[config.mk]
export PLATFORM = sky130hd
export DESIGN_NAME = i2c_target_regs_flat
export DESIGN_NICKNAME = d
export VERILOG_FILES = /design/src/rtl/i2c_target_pkg.sv /design/src/rtl/i2c_target_regs_if.sv /design/src/rtl/i2c_line_cond.sv /design/src/rtl/i2c_target_regs.sv /design/src/flat_wrapper.sv
export SDC_FILE = /design/constraint.sdc
export NUM_CORES = 1
export LEC_CHECK = 0
export CORE_ASPECT_RATIO = 1.25
export CORE_MARGIN = 5
export CORE_UTILIZATION = 45
export CTS_BUF_LIST = sky130_fd_sc_hd__clkbuf_4 sky130_fd_sc_hd__clkbuf_8
export DETAILED_ROUTE_END_ITERATION = 6
export DONT_BUFFER_PORTS = 1
export SLEW_MARGIN = 5
export SYNTH_ARGS = -nofsm -noshare
export SYNTH_HDL_FRONTEND = slang
export SYNTH_HIERARCHICAL = 1
export SYNTH_SLANG_ARGS = --single-unit
[constraint.sdc]
create_clock -name clk -period 7.5 [get_ports clk]
set_input_delay 1.875 -clock clk [delete_from_list [all_inputs] [get_ports clk]]
set_output_delay 1.875 -clock clk [all_outputs]
set_load 0.01 [all_outputs]
[src/rtl/i2c_target_pkg.sv]
// Shared state encoding, bus levels and helpers for the I2C register target.
package i2c_target_pkg;

   typedef enum logic [3:0] {
      ST_IDLE,
      ST_ADDR,
      ST_ADDR_ACK,
      ST_PTR,
      ST_PTR_ACK,
      ST_WDATA,
      ST_WDATA_ACK,
      ST_RDATA,
      ST_RDATA_ACK,
      ST_IGNORE
   } i2c_target_state_e;

   localparam logic I2C_ACK      = 1'b0;
   localparam logic I2C_NACK     = 1'b1;
   localparam logic I2C_RW_WRITE = 1'b0;
   localparam logic I2C_RW_READ  = 1'b1;

   function automatic logic maj3(input logic a, input logic b, input logic c);
      return (a & b) | (a & c) | (b & c);
   endfunction

endpackage

[src/rtl/i2c_target_regs_if.sv]
// Bus side (open-drain SCL/SDA levels) and host side (peek port, write observation) of the target.
interface i2c_target_regs_if #(
   parameter int AW = 4
);
   logic          i2c_scl_i;
   logic          i2c_sda_i;
   logic          i2c_sda_o;
   logic          i2c_sda_t;
   logic [AW-1:0] reg_rd_addr;
   logic [7:0]    reg_rd_data;
   logic          wr_valid;
   logic [AW-1:0] wr_addr;
   logic [7:0]    wr_data;
   logic          busy;

   modport slave (
      input  i2c_scl_i, i2c_sda_i, reg_rd_addr,
      output i2c_sda_o, i2c_sda_t, reg_rd_data, wr_valid, wr_addr, wr_data, busy
   );

   modport master (
      output i2c_scl_i, i2c_sda_i, reg_rd_addr,
      input  i2c_sda_o, i2c_sda_t, reg_rd_data, wr_valid, wr_addr, wr_data, busy
   );
endinterface

[src/rtl/i2c_line_cond.sv]
// SCL/SDA conditioning: 2-FF sync, optional 3-sample majority filter (I2C_TARGET_GLITCH_FILTER_EN),
// then a history register giving SCL edges and START/STOP; events valid 3 clk (5 filtered) after the pins.
module i2c_line_cond (
   input  logic clk,
   input  logic rst,
   input  logic i_scl,
   input  logic i_sda,
   output logic o_sda,
   output logic o_scl_rise,
   output logic o_scl_fall,
   output logic o_start,
   output logic o_stop
);
   logic [1:0] r_scl_sync;
   logic [1:0] r_sda_sync;
   logic       r_scl_d;
   logic       r_sda_d;
   logic       w_scl;
   logic       w_sda;

   // Idle bus is high; resetting to 1 keeps reset release from looking like an edge.
   always_ff @(posedge clk or posedge rst) begin
      if (rst) begin
         r_scl_sync <= 2'b11;
         r_sda_sync <= 2'b11;
      end else begin
         r_scl_sync <= {r_scl_sync[0], i_scl};
         r_sda_sync <= {r_sda_sync[0], i_sda};
      end
   end

`ifdef I2C_TARGET_GLITCH_FILTER_EN
   import i2c_target_pkg::maj3;

   logic [1:0] r_scl_hist;
   logic [1:0] r_sda_hist;
   logic       r_scl_filt;
   logic       r_sda_filt;

   always_ff @(posedge clk or posedge rst) begin
      if (rst) begin
         r_scl_hist <= 2'b11;
         r_sda_hist <= 2'b11;
         r_scl_filt <= 1'b1;
         r_sda_filt <= 1'b1;
      end else begin
         r_scl_hist <= {r_scl_hist[0], r_scl_sync[1]};
         r_sda_hist <= {r_sda_hist[0], r_sda_sync[1]};
         r_scl_filt <= maj3(r_scl_sync[1], r_scl_hist[0], r_scl_hist[1]);
         r_sda_filt <= maj3(r_sda_sync[1], r_sda_hist[0], r_sda_hist[1]);
      end
   end

   assign w_scl = r_scl_filt;
   assign w_sda = r_sda_filt;
`else
   assign w_scl = r_scl_sync[1];
   assign w_sda = r_sda_sync[1];
`endif

   always_ff @(posedge clk or posedge rst) begin
      if (rst) begin
         r_scl_d <= 1'b1;
         r_sda_d <= 1'b1;
      end else begin
         r_scl_d <= w_scl;
         r_sda_d <= w_sda;
      end
   end

   // SCL must be high on both samples so an SDA move right at an SCL edge is not a condition.
   assign o_sda      = w_sda;
   assign o_scl_rise = w_scl & ~r_scl_d;
   assign o_scl_fall = ~w_scl & r_scl_d;
   assign o_start    = r_sda_d & ~w_sda & w_scl & r_scl_d;
   assign o_stop     = ~r_sda_d & w_sda & w_scl & r_scl_d;

endmodule

[src/rtl/i2c_target_regs.sv]
// I2C target with a byte-addressed register file and auto-incrementing pointer; never stretches SCL.
// SDA moves 1 clk after a detected SCL fall; wr_valid/regs update 1 clk after the 8th-bit SCL rise.
module i2c_target_regs
   import i2c_target_pkg::*;
#(
   parameter logic [6:0] TARGET_ADDR = 7'h50,
   parameter int         DEPTH       = 16,
   parameter int         AW          = $clog2(DEPTH)
) (
   input logic              clk,
   input logic              rst,
   i2c_target_regs_if.slave bus
);
   i2c_target_state_e r_state;
   logic [2:0]        r_bitcnt;
   logic [7:0]        r_shift;
   logic [AW-1:0]     r_ptr;
   logic              r_rw;
   logic              r_ack_ph;
   logic              r_mack;
   logic              r_sda_o;
   logic              r_busy;
   logic              r_wr_valid;
   logic [AW-1:0]     r_wr_addr;
   logic [7:0]        r_wr_data;
   logic [7:0]        r_regs [DEPTH];

   logic              w_sda;
   logic              w_scl_rise;
   logic              w_scl_fall;
   logic              w_start;
   logic              w_stop;
   logic [7:0]        w_byte;
   logic              w_last_bit;
   logic [AW-1:0]     w_ptr_nxt;

   i2c_line_cond u_line_cond (
      .clk        (clk),
      .rst        (rst),
      .i_scl      (bus.i2c_scl_i),
      .i_sda      (bus.i2c_sda_i),
      .o_sda      (w_sda),
      .o_scl_rise (w_scl_rise),
      .o_scl_fall (w_scl_fall),
      .o_start    (w_start),
      .o_stop     (w_stop)
   );

   assign w_byte     = {r_shift[6:0], w_sda};
   assign w_last_bit = (r_bitcnt == 3'd7);
   assign w_ptr_nxt  = r_ptr + 1'b1;

   // ACK states see two SCL falls: the first opens the ACK slot, the second closes it.
   always_ff @(posedge clk or posedge rst) begin
      if (rst) begin
         r_state    <= ST_IDLE;
         r_bitcnt   <= '0;
         r_shift    <= '0;
         r_ptr      <= '0;
         r_rw       <= I2C_RW_WRITE;
         r_ack_ph   <= 1'b0;
         r_mack     <= I2C_NACK;
         r_sda_o    <= 1'b1;
         r_busy     <= 1'b0;
         r_wr_valid <= 1'b0;
         r_wr_addr  <= '0;
         r_wr_data  <= '0;
         for (int i = 0; i < DEPTH; i++) r_regs[i] <= '0;
      end else begin
         r_wr_valid <= 1'b0;
         if (w_stop) begin
            r_state <= ST_IDLE;
            r_sda_o <= 1'b1;
            r_busy  <= 1'b0;
         end else if (w_start) begin
            r_state  <= ST_ADDR;
            r_bitcnt <= '0;
            r_sda_o  <= 1'b1;
         end else begin
            case (r_state)
               ST_ADDR: begin
                  if (w_scl_rise) begin
                     r_shift  <= w_byte;
                     r_bitcnt <= r_bitcnt + 1'b1;
                     if (w_last_bit) begin
                        if (w_byte[7:1] == TARGET_ADDR) begin
                           r_state  <= ST_ADDR_ACK;
                           r_rw     <= w_byte[0];
                           r_ack_ph <= 1'b0;
                           r_busy   <= 1'b1;
                        end else begin
                           r_state <= ST_IGNORE;
                        end
                     end
                  end
               end

               ST_ADDR_ACK: begin
                  if (w_scl_fall) begin
                     if (!r_ack_ph) begin
                        r_sda_o  <= I2C_ACK;
                        r_ack_ph <= 1'b1;
                     end else begin
                        r_bitcnt <= '0;
                        if (r_rw == I2C_RW_READ) begin
                           r_state <= ST_RDATA;
                           r_shift <= r_regs[r_ptr];
                           r_sda_o <= r_regs[r_ptr][7];
                        end else begin
                           r_state <= ST_PTR;
                           r_sda_o <= 1'b1;
                        end
                     end
                  end
               end

               ST_PTR: begin
                  if (w_scl_rise) begin
                     r_shift  <= w_byte;
                     r_bitcnt <= r_bitcnt + 1'b1;
                     if (w_last_bit) begin
                        r_ptr    <= w_byte[AW-1:0];
                        r_state  <= ST_PTR_ACK;
                        r_ack_ph <= 1'b0;
                     end
                  end
               end

               ST_WDATA: begin
                  if (w_scl_rise) begin
                     r_shift  <= w_byte;
                     r_bitcnt <= r_bitcnt + 1'b1;
                     if (w_last_bit) begin
                        r_regs[r_ptr] <= w_byte;
                        r_wr_valid    <= 1'b1;
                        r_wr_addr     <= r_ptr;
                        r_wr_data     <= w_byte;
                        r_ptr         <= w_ptr_nxt;
                        r_state       <= ST_WDATA_ACK;
                        r_ack_ph      <= 1'b0;
                     end
                  end
               end

               ST_PTR_ACK, ST_WDATA_ACK: begin
                  if (w_scl_fall) begin
                     if (!r_ack_ph) begin
                        r_sda_o  <= I2C_ACK;
                        r_ack_ph <= 1'b1;
                     end else begin
                        r_sda_o  <= 1'b1;
                        r_bitcnt <= '0;
                        r_state  <= ST_WDATA;
                     end
                  end
               end

               ST_RDATA: begin
                  if (w_scl_rise) begin
                     r_bitcnt <= r_bitcnt + 1'b1;
                     if (w_last_bit) begin
                        r_state  <= ST_RDATA_ACK;
                        r_ack_ph <= 1'b0;
                     end
                  end else if (w_scl_fall) begin
                     r_shift <= {r_shift[6:0], 1'b0};
                     r_sda_o <= r_shift[6];
                  end
               end

               ST_RDATA_ACK: begin
                  if (w_scl_rise) begin
                     r_mack <= w_sda;
                  end else if (w_scl_fall) begin
                     if (!r_ack_ph) begin
                        r_sda_o  <= 1'b1;
                        r_ack_ph <= 1'b1;
                     end else if (r_mack == I2C_ACK) begin
                        r_ptr    <= w_ptr_nxt;
                        r_shift  <= r_regs[w_ptr_nxt];
                        r_sda_o  <= r_regs[w_ptr_nxt][7];
                        r_bitcnt <= '0;
                        r_state  <= ST_RDATA;
                     end else begin
                        r_sda_o <= 1'b1;
                        r_state <= ST_IGNORE;
                     end
                  end
               end

               ST_IDLE, ST_IGNORE: begin
                  r_sda_o <= 1'b1;
               end

               default: begin
                  r_state <= ST_IDLE;
                  r_sda_o <= 1'b1;
               end
            endcase
         end
      end
   end

   assign bus.i2c_sda_o   = r_sda_o;
   assign bus.i2c_sda_t   = r_sda_o;
   assign bus.reg_rd_data = r_regs[bus.reg_rd_addr];
   assign bus.wr_valid    = r_wr_valid;
   assign bus.wr_addr     = r_wr_addr;
   assign bus.wr_data     = r_wr_data;
   assign bus.busy        = r_busy;

endmodule

[src/flat_wrapper.sv]
// flat-port wrapper written by rule: the top's interface ports become plain ports
module i2c_target_regs_flat import i2c_target_pkg::*;
#(
   parameter logic [6:0] TARGET_ADDR = 7'h50,
   parameter int         DEPTH       = 16,
   parameter int         AW          = $clog2(DEPTH)
)
  (clk, rst, bus_i2c_scl_i, bus_i2c_sda_i, bus_reg_rd_addr, bus_i2c_sda_o, bus_i2c_sda_t, bus_reg_rd_data, bus_wr_valid, bus_wr_addr, bus_wr_data, bus_busy);
  i2c_target_regs_if #(.AW(AW)) bus_i ();
  input logic clk;
  input logic rst;
  input wire logic [$bits(bus_i.i2c_scl_i)-1:0] bus_i2c_scl_i;
  input wire logic [$bits(bus_i.i2c_sda_i)-1:0] bus_i2c_sda_i;
  input wire logic [$bits(bus_i.reg_rd_addr)-1:0] bus_reg_rd_addr;
  output wire logic [$bits(bus_i.i2c_sda_o)-1:0] bus_i2c_sda_o;
  output wire logic [$bits(bus_i.i2c_sda_t)-1:0] bus_i2c_sda_t;
  output wire logic [$bits(bus_i.reg_rd_data)-1:0] bus_reg_rd_data;
  output wire logic [$bits(bus_i.wr_valid)-1:0] bus_wr_valid;
  output wire logic [$bits(bus_i.wr_addr)-1:0] bus_wr_addr;
  output wire logic [$bits(bus_i.wr_data)-1:0] bus_wr_data;
  output wire logic [$bits(bus_i.busy)-1:0] bus_busy;
  assign bus_i.i2c_scl_i = bus_i2c_scl_i;
  assign bus_i.i2c_sda_i = bus_i2c_sda_i;
  assign bus_i.reg_rd_addr = bus_reg_rd_addr;
  assign bus_i2c_sda_o = bus_i.i2c_sda_o;
  assign bus_i2c_sda_t = bus_i.i2c_sda_t;
  assign bus_reg_rd_data = bus_i.reg_rd_data;
  assign bus_wr_valid = bus_i.wr_valid;
  assign bus_wr_addr = bus_i.wr_addr;
  assign bus_wr_data = bus_i.wr_data;
  assign bus_busy = bus_i.busy;
  i2c_target_regs #(.TARGET_ADDR(TARGET_ADDR), .DEPTH(DEPTH), .AW(AW)) u_core (.clk(clk), .rst(rst), .bus(bus_i));
endmodule
==> results of run 1 <==
stage by stage:
step,hold slack [ns],worst slack [ns],area (um^2)
floorplan,0.3452,1.195,9988
detailed placement,0.3488,2.665,10060
global route,0.3687,2.638,10480
global placement,0.3495,2.696,10060
CTS,0.3640,2.665,10480
finish,0.3624,2.644,10480
sequential cells by signal, summed over array words and instances, names as in the netlist, 2 cells and up:
register and count:
u_core/bus.wr_addr 4, u_core/r_regs 128, u_core/r_state 4, u_core/r_shift 7, u_core/u_line_cond/r_scl_sync 2, u_core/bus.wr_data 8, u_core/u_line_cond/r_sda_sync 2, u_core/r_ptr 4
u_core/r_bitcnt 3
how the worst max path moves through the flow:
stage	cells past startpoint	end	from	slack [ns]
finish	2	bus_reg_rd_data[1]	bus_reg_rd_addr[0]	2.64
global route	2	bus_reg_rd_data[1]	bus_reg_rd_addr[0]	2.64
CTS	2	bus_reg_rd_data[1]	bus_reg_rd_addr[0]	2.66
detailed placement	2	bus_reg_rd_data[1]	bus_reg_rd_addr[0]	2.66
global placement	2	bus_reg_rd_data[4]	bus_reg_rd_addr[0]	2.70
floorplan	1	u_core/bus.busy	rst	1.19
cells in the mapped netlist (15+ instances only):
cell type                  instances  area (um^2)
sky130_fd_sc_hd__dfrtp_1         162         4054
sky130_fd_sc_hd__nand2_1         116        435.4
sky130_fd_sc_hd__o21ai_0         105        525.5
sky130_fd_sc_hd__mux4_2          103         2320
sky130_fd_sc_hd__mux2_2           55        619.3
sky130_fd_sc_hd__clkbuf_1         45        168.9
sky130_fd_sc_hd__mux2i_1          38        380.4
sky130_fd_sc_hd__nand3_1          24        120.1
sky130_fd_sc_hd__buf_2            20        100.1
sky130_fd_sc_hd__a21oi_1          16        80.08
sky130_fd_sc_hd__nand4_1          16        100.1
sky130_fd_sc_hd__inv_1            15        56.30
metal layers:
metal / wire length [um] / track usage / share of wire
met5: 0 / 0 / 0
met4: 822 / 0.08242 / 0.030
met3: 2127 / 0.05148 / 0.078
met2: 13380 / 0.3580 / 0.49
met1: 11040 / 0.3049 / 0.40
cell type report:
type / count / area share
Multi-Input combinational cell: 569 / 0.5071
Clock inverter: 13 / 0.01588
Tap cell: 283 / 0.03379
Inverter: 15 / 0.005851
Timing Repair Buffer: 8 / 0.005731
Clock buffer: 19 / 0.02436
Sequential cell: 170 / 0.4073
logic make-up after synthesis:
family,count (synthesis),synth area share
simple gates,211,0.1007
mux,196,0.3323
flops,170,0.4269
compound gates,153,0.08643
buf+inv,93,0.04196
fa+ha+maj,6,0.007516
xor+xnor,3,0.004134
power by group:
part           total, mW  internal, mW  switching, mW
Clock              0.702         0.345          0.357
Sequential          1.08         0.954          0.124
Combinational      0.548         0.219          0.329
==> impl_summary.txt, run 1 <==
----------------------------------------------------
[Status]
  Status ... finished, final reports clean

[Power and ir drop]
  Leakage power figure ... 4.211 nW
  Total power density per cell area ... 222.1 nW/um^2
  Total power ... 2.328 mW
  Worst supply voltage drop on vdd ... 0.2000 mV

[Setup path]
  Endpoint of the worst-slack reg-to-reg timing path ... u_core/r_shift[0]
  Critical path arrival ... 2.98 ns
  Capturing element type of the critical path ... output port
  Cell with the largest stage delay on the worst path ... sky130_fd_sc_hd__mux4_2
  Crit path max fanout ... 32
  Worst setup SP type ... primary input
  Buffer and inverter count on the worst path ... 0
  Required arrival time at the worst endpoint ... 5.62 ns
  FF-to-FF Start ... u_core/r_ptr[0]
  Reg-to-reg slack, setup ... 3.73 ns
  Crit-path most repeated cell ... sky130_fd_sc_hd__mux4_2
  Delay-heaviest family, CP ... multiplexers
  Crit path cell chain ... mux4_2 > mux4_2
  Type of the worst setup path ... in2out
  Slowest stage delay, CP ... 0.56 ns
  Worst R2R Path Depth ... 7

[Die]
  Die outline area ... 25290 um^2
  Number of rows created at floorplan ... 61
  Effective utilization at floorplan ... 0.4528
  Die span in y ... 176.6 um
  Die W ... 143.3 um
  I/O Pins ... 32
  Area of the core region ... 22060 um^2

[Place]
  Routability-driven placement congestion ratio ... 0.8529
  Sum of net half-perimeters after detailed placement ... 17560 um
  IO Port Bufs ... 0
  Placed cell count ... 1045

[Synth]
  Number of distinct library cells after synthesis ... 54
  Sequential fraction of the synthesis area ... 0.4269
  Net count of the mapped netlist ... 846
  Cell count after synthesis ... 832
  Total of warnings raised by yosys ... 6
  Count of flip-flops with a built-in enable after synthesis ... 0
  Most used DFF post-synth ... sky130_fd_sc_hd__dfrtp_1
  Synth Register Bits ... 170
  Mapped Area ... 9988 um^2
  Share of synthesized registers carrying an async set or reset ... 1.000
  Per-instance average area after synthesis ... 12.01 um^2

[Run]
  Max-cap check violation count ... 0

[Final layout]
  Net count of the finished layout ... 795
  Share of cells above drive strength 1 ... 0.2758
  FF/Latch Area ... 4268 um^2
  Area taken by multi-input logic gates ... 5314 um^2
  Number of antenna repair diodes ... 0
  Post-route non-filler standard cell count ... 1077
  Commonest cells after routing, fill and taps aside ... 161 x sky130_fd_sc_hd__dfrtp_1, 116 x sky130_fd_sc_hd__nand2_1, 105 x sky130_fd_sc_hd__o21ai_0, 103 x sky130_fd_sc_hd__mux4_2, 55 x sky130_fd_sc_hd__mux2_2
  FILL cells ... 1964
  Core utilization of the finished layout ... 0.4751
  Most common library cell in the layout ignoring fill and taps ... sky130_fd_sc_hd__dfrtp_1
  Growth of design area from synthesis to finish ... 4.910%

[Timing]
  Final Hold Vio Count ... 0
  Clock period minus final worst setup slack ... 4.856 ns
  Post-Route Skew ... 0.01323 ns
  Final critical-path share of the clock period ... 0.6475
  Final setup viols ... 0
  Achievable Freq ... 205.9 MHz
  Setup TNS ... 0 ns
  Actual slew at the worst max-slew pin ... 1.119 ns
  Rel. slew slack ... 0.2543
  Max Slew Vio Count ... 0
  Unrepaired setup endpoints after global routing ... no

[Min path]
  Hold_sp ... u_core/u_line_cond/r_scl_sync[0]
  Hold Crit Class ... reg2reg
  Hold endpoint ... u_core/u_line_cond/r_scl_sync[1]
  Hold Path Depth ... 0

[Clock tree]
  Clock Latency Late Sink ... 0.46 ns
  Setup repair bufs after CTS ... 0
  H-tree lvl count ... 4
  Number of clock sinks ... 170
  Number of buffers created by CTS ... 17
  Buffer depth of the longest clock path ... 2
  Root buffer selected by CTS ... sky130_fd_sc_hd__clkbuf_8
  TritonCTS clock tree ... built
  Reg clk slew, reported paths ... 0.09 ns
  Number of buffers added to fix hold violations after cts ... 0
  Post-CTS sizing ... 0

[GRT]
  Wire length of the first global-routing pass ... 42970 um
  Initial antenna violation count ... 0
  Congestion Overflow GR ... 0
  Vias in the first global route ... 7202
  Maximum number of pins on one net before global-route repair ... 116
  All-layer global routing usage ... 0.2253

[Routing]
  Routed wire length ... 27380 um
  Number of nets still failing antenna checks after routing ... 0
  Count of TritonRoute iterations in the first routing pass ... 5
  Iteration-0 DRC Markers ... 727
  Vias after detailed routing ... 7056
  Vias per cell ... 6.552
  Wire length per cell after detailed routing ... 25.42 um
  DRC viols ... 0

----------------------------------------------------
Power figures use the tool's default switching activity.
==> run 2, diff against run 1 <==
- clock period: 7.5 -> 4.1 ns (I/O delays scaled with it)
==> run 2 against run 1 <==
Compared with the run above:
- sequential share of layout area shrank 0.078 points
- design area grew 0.19%
- clock power grew 71%
- worst hold slack lost 0.0018 ns
- power grew 80%
- clock-buffer cell count is the same
- utilization grew 0.091 points
- register-to-register slack lost 3.0 ns
- critical path depth grew 4
- largest cell class unchanged
- flip-flop and latch count is the same
==> impl_summary.txt, run 2 (same netlist as run 1, synthesis figures left out) <==
----------------------------------------------------
[Status]
  Status ... finished, final reports clean

[Setup path]
  Crit path max fanout ... 29
  Critical path arrival ... 3.76 ns
  Capturing element type of the critical path ... flip-flop
  Worst setup SP type ... flip-flop
  Reg-to-reg slack, setup ... 0.69 ns
  Type of the worst setup path ... reg2reg
  Required arrival time at the worst endpoint ... 4.45 ns

[Routing]
  Count of TritonRoute iterations in the first routing pass ... 5
  DRC viols ... 0
  Wire length per cell after detailed routing ... 27.35 um
  Vias after detailed routing ... 7231
  Number of nets still failing antenna checks after routing ... 0
  Iteration-0 DRC Markers ... 910
  Routed wire length ... 29600 um
  Vias per cell ... 6.683

[Timing]
  Clock period minus final worst setup slack ... 3.406 ns
  Rel. slew slack ... 0.3332
  Worst hold margin ... 0.3606 ns
  Final setup viols ... 0
  Actual slew at the worst max-slew pin ... 1.000 ns
  Setup TNS ... 0 ns
  Post-Route Skew ... 0.01232 ns
  Final critical-path share of the clock period ... 0.8308
  Max Slew Vio Count ... 0
  Unrepaired setup endpoints after global routing ... no
  Achievable Freq ... 293.6 MHz
  Final Hold Vio Count ... 0

[Die]
  Area of the core region ... 22060 um^2
  Die span in y ... 176.6 um
  I/O Pins ... 32
  Effective utilization at floorplan ... 0.4528
  Number of rows created at floorplan ... 61
  Die W ... 143.3 um
  Die outline area ... 25290 um^2

[Min path]
  Hold Crit Class ... reg2reg

[Clock tree]
  Number of buffers created by CTS ... 17
  Root buffer selected by CTS ... sky130_fd_sc_hd__clkbuf_8
  Number of buffers added to fix hold violations after cts ... 0
  Buffer depth of the longest clock path ... 2
  TritonCTS clock tree ... built
  Reg clk slew, reported paths ... 0.10 ns
  Post-CTS sizing ... 0
  H-tree lvl count ... 4
  Setup repair bufs after CTS ... 0
  Clock Latency Late Sink ... 0.47 ns
  Number of clock sinks ... 170

[Power and ir drop]
  Worst supply voltage drop on vdd ... 0.5456 mV
  Sw Ratio ... 0.3568
  Internal Dissipation ... 2.693 mW
  Total power density per cell area ... 398.8 nW/um^2
  P_sw ... 1.494 mW
  Leakage power figure ... 4.232 nW
  Part of the power in combinational logic ... 0.247
  Flop pwr share ... 0.466
  Total power ... 4.187 mW
  Clock share of power ... 0.287

[Final layout]
  Net count of the finished layout ... 800
  Flip-flop count of the largest register after layout ... 128
  Reg with most FFs ... u_core/r_regs
  Commonest cells after routing, fill and taps aside ... 161 x sky130_fd_sc_hd__dfrtp_1, 116 x sky130_fd_sc_hd__nand2_1, 105 x sky130_fd_sc_hd__o21ai_0, 103 x sky130_fd_sc_hd__mux4_2, 55 x sky130_fd_sc_hd__mux2_2
  Most common library cell in the layout ignoring fill and taps ... sky130_fd_sc_hd__dfrtp_1
  Growth of design area from synthesis to finish ... 5.111%
  FILL cells ... 1937
  Number of antenna repair diodes ... 0
  Share of cells above drive strength 1 ... 0.2804
  Core utilization of the finished layout ... 0.4760

[GRT]
  Vias in the first global route ... 7472
  Initial antenna violation count ... 0
  Congestion Overflow GR ... 0
  Maximum number of pins on one net before global-route repair ... 70
  All-layer global routing usage ... 0.2472
  Wire length of the first global-routing pass ... 46530 um

[Place]
  IO Port Bufs ... 0
  Routability-driven placement congestion ratio ... 0.9236
  Sum of net half-perimeters after detailed placement ... 21240 um

[Run]
  Max-cap check violation count ... 0

----------------------------------------------------
-- run 2: worst paths after layout --
check / startpoint / endpoint / cells after the start
max in group asynchronous: rst / u_core/r_regs[82] / 2
min in group asynchronous: rst / u_core/u_line_cond/r_scl_sync[1] / 1
worst max register to register: u_core/u_line_cond/r_scl_sync[1] / u_core/r_regs[33] / 6
worst min register to register: u_core/u_line_cond/r_scl_sync[0] / u_core/u_line_cond/r_scl_sync[1] / 0
worst max-delay path: u_core/u_line_cond/r_scl_sync[1] / u_core/r_regs[33] / 6
worst min-delay path: u_core/u_line_cond/r_scl_sync[0] / u_core/u_line_cond/r_scl_sync[1] / 0
-- run 2: routing by layer --
layer / share of wire / up-vias / wire [um] / global-route usage
li1: - / 3045 / - / -
met1: 0.35 / 3670 / 10400 / 0.2922
met2: 0.51 / 387 / 14960 / 0.4103
met3: 0.067 / 129 / 1971 / 0.05039
met4: 0.077 / 0 / 2265 / 0.1562
met5: 0 / - / 0 / 0
-- run 2: final cells by class --
type                            count  area, um^2  area share
Inverter                           15       60.06    0.005720
Clock inverter                     13       131.4     0.01251
Clock buffer                       19       261.5     0.02491
Sequential cell                   170        4268      0.4065
Tap cell                          283       354.1     0.03373
Timing Repair Buffer               13       110.1     0.01049
Multi-Input combinational cell    569        5314      0.5061
-- run 2: power groups by stage --
stage,Clock (mW),Sequential (mW),Combinational (mW)
after global placement,0,1.97,1.02
after detailed placement,0,1.98,1.03
after floorplan,0,1.83,0.956
after CTS,1.22,1.95,1.03
after global routing,1.29,1.97,1.13
final,1.20,1.95,1.03
-- run 2: metrics by stage --
stage,area [um^2],setup WS [ns],std cells
3_3_place_gp,10110,0.8258,1050
2_1_floorplan,9992,0.5080,832
5_1_grt,10500,0.4972,1082
3_5_place_dp,10110,0.7961,1050
4_1_cts,10500,0.7611,1082
6_report,10500,0.6939,1082
-- run 2: critical path, stage by stage (launching register included) --
cell and delay (ns):
sky130_fd_sc_hd__dfstp_2 0.58, sky130_fd_sc_hd__nor2b_1 0.68, sky130_fd_sc_hd__nand2_1 0.29, sky130_fd_sc_hd__nor4_2 0.30, sky130_fd_sc_hd__buf_4 0.38, sky130_fd_sc_hd__nand3_1 0.58, sky130_fd_sc_hd__mux2_2 0.47
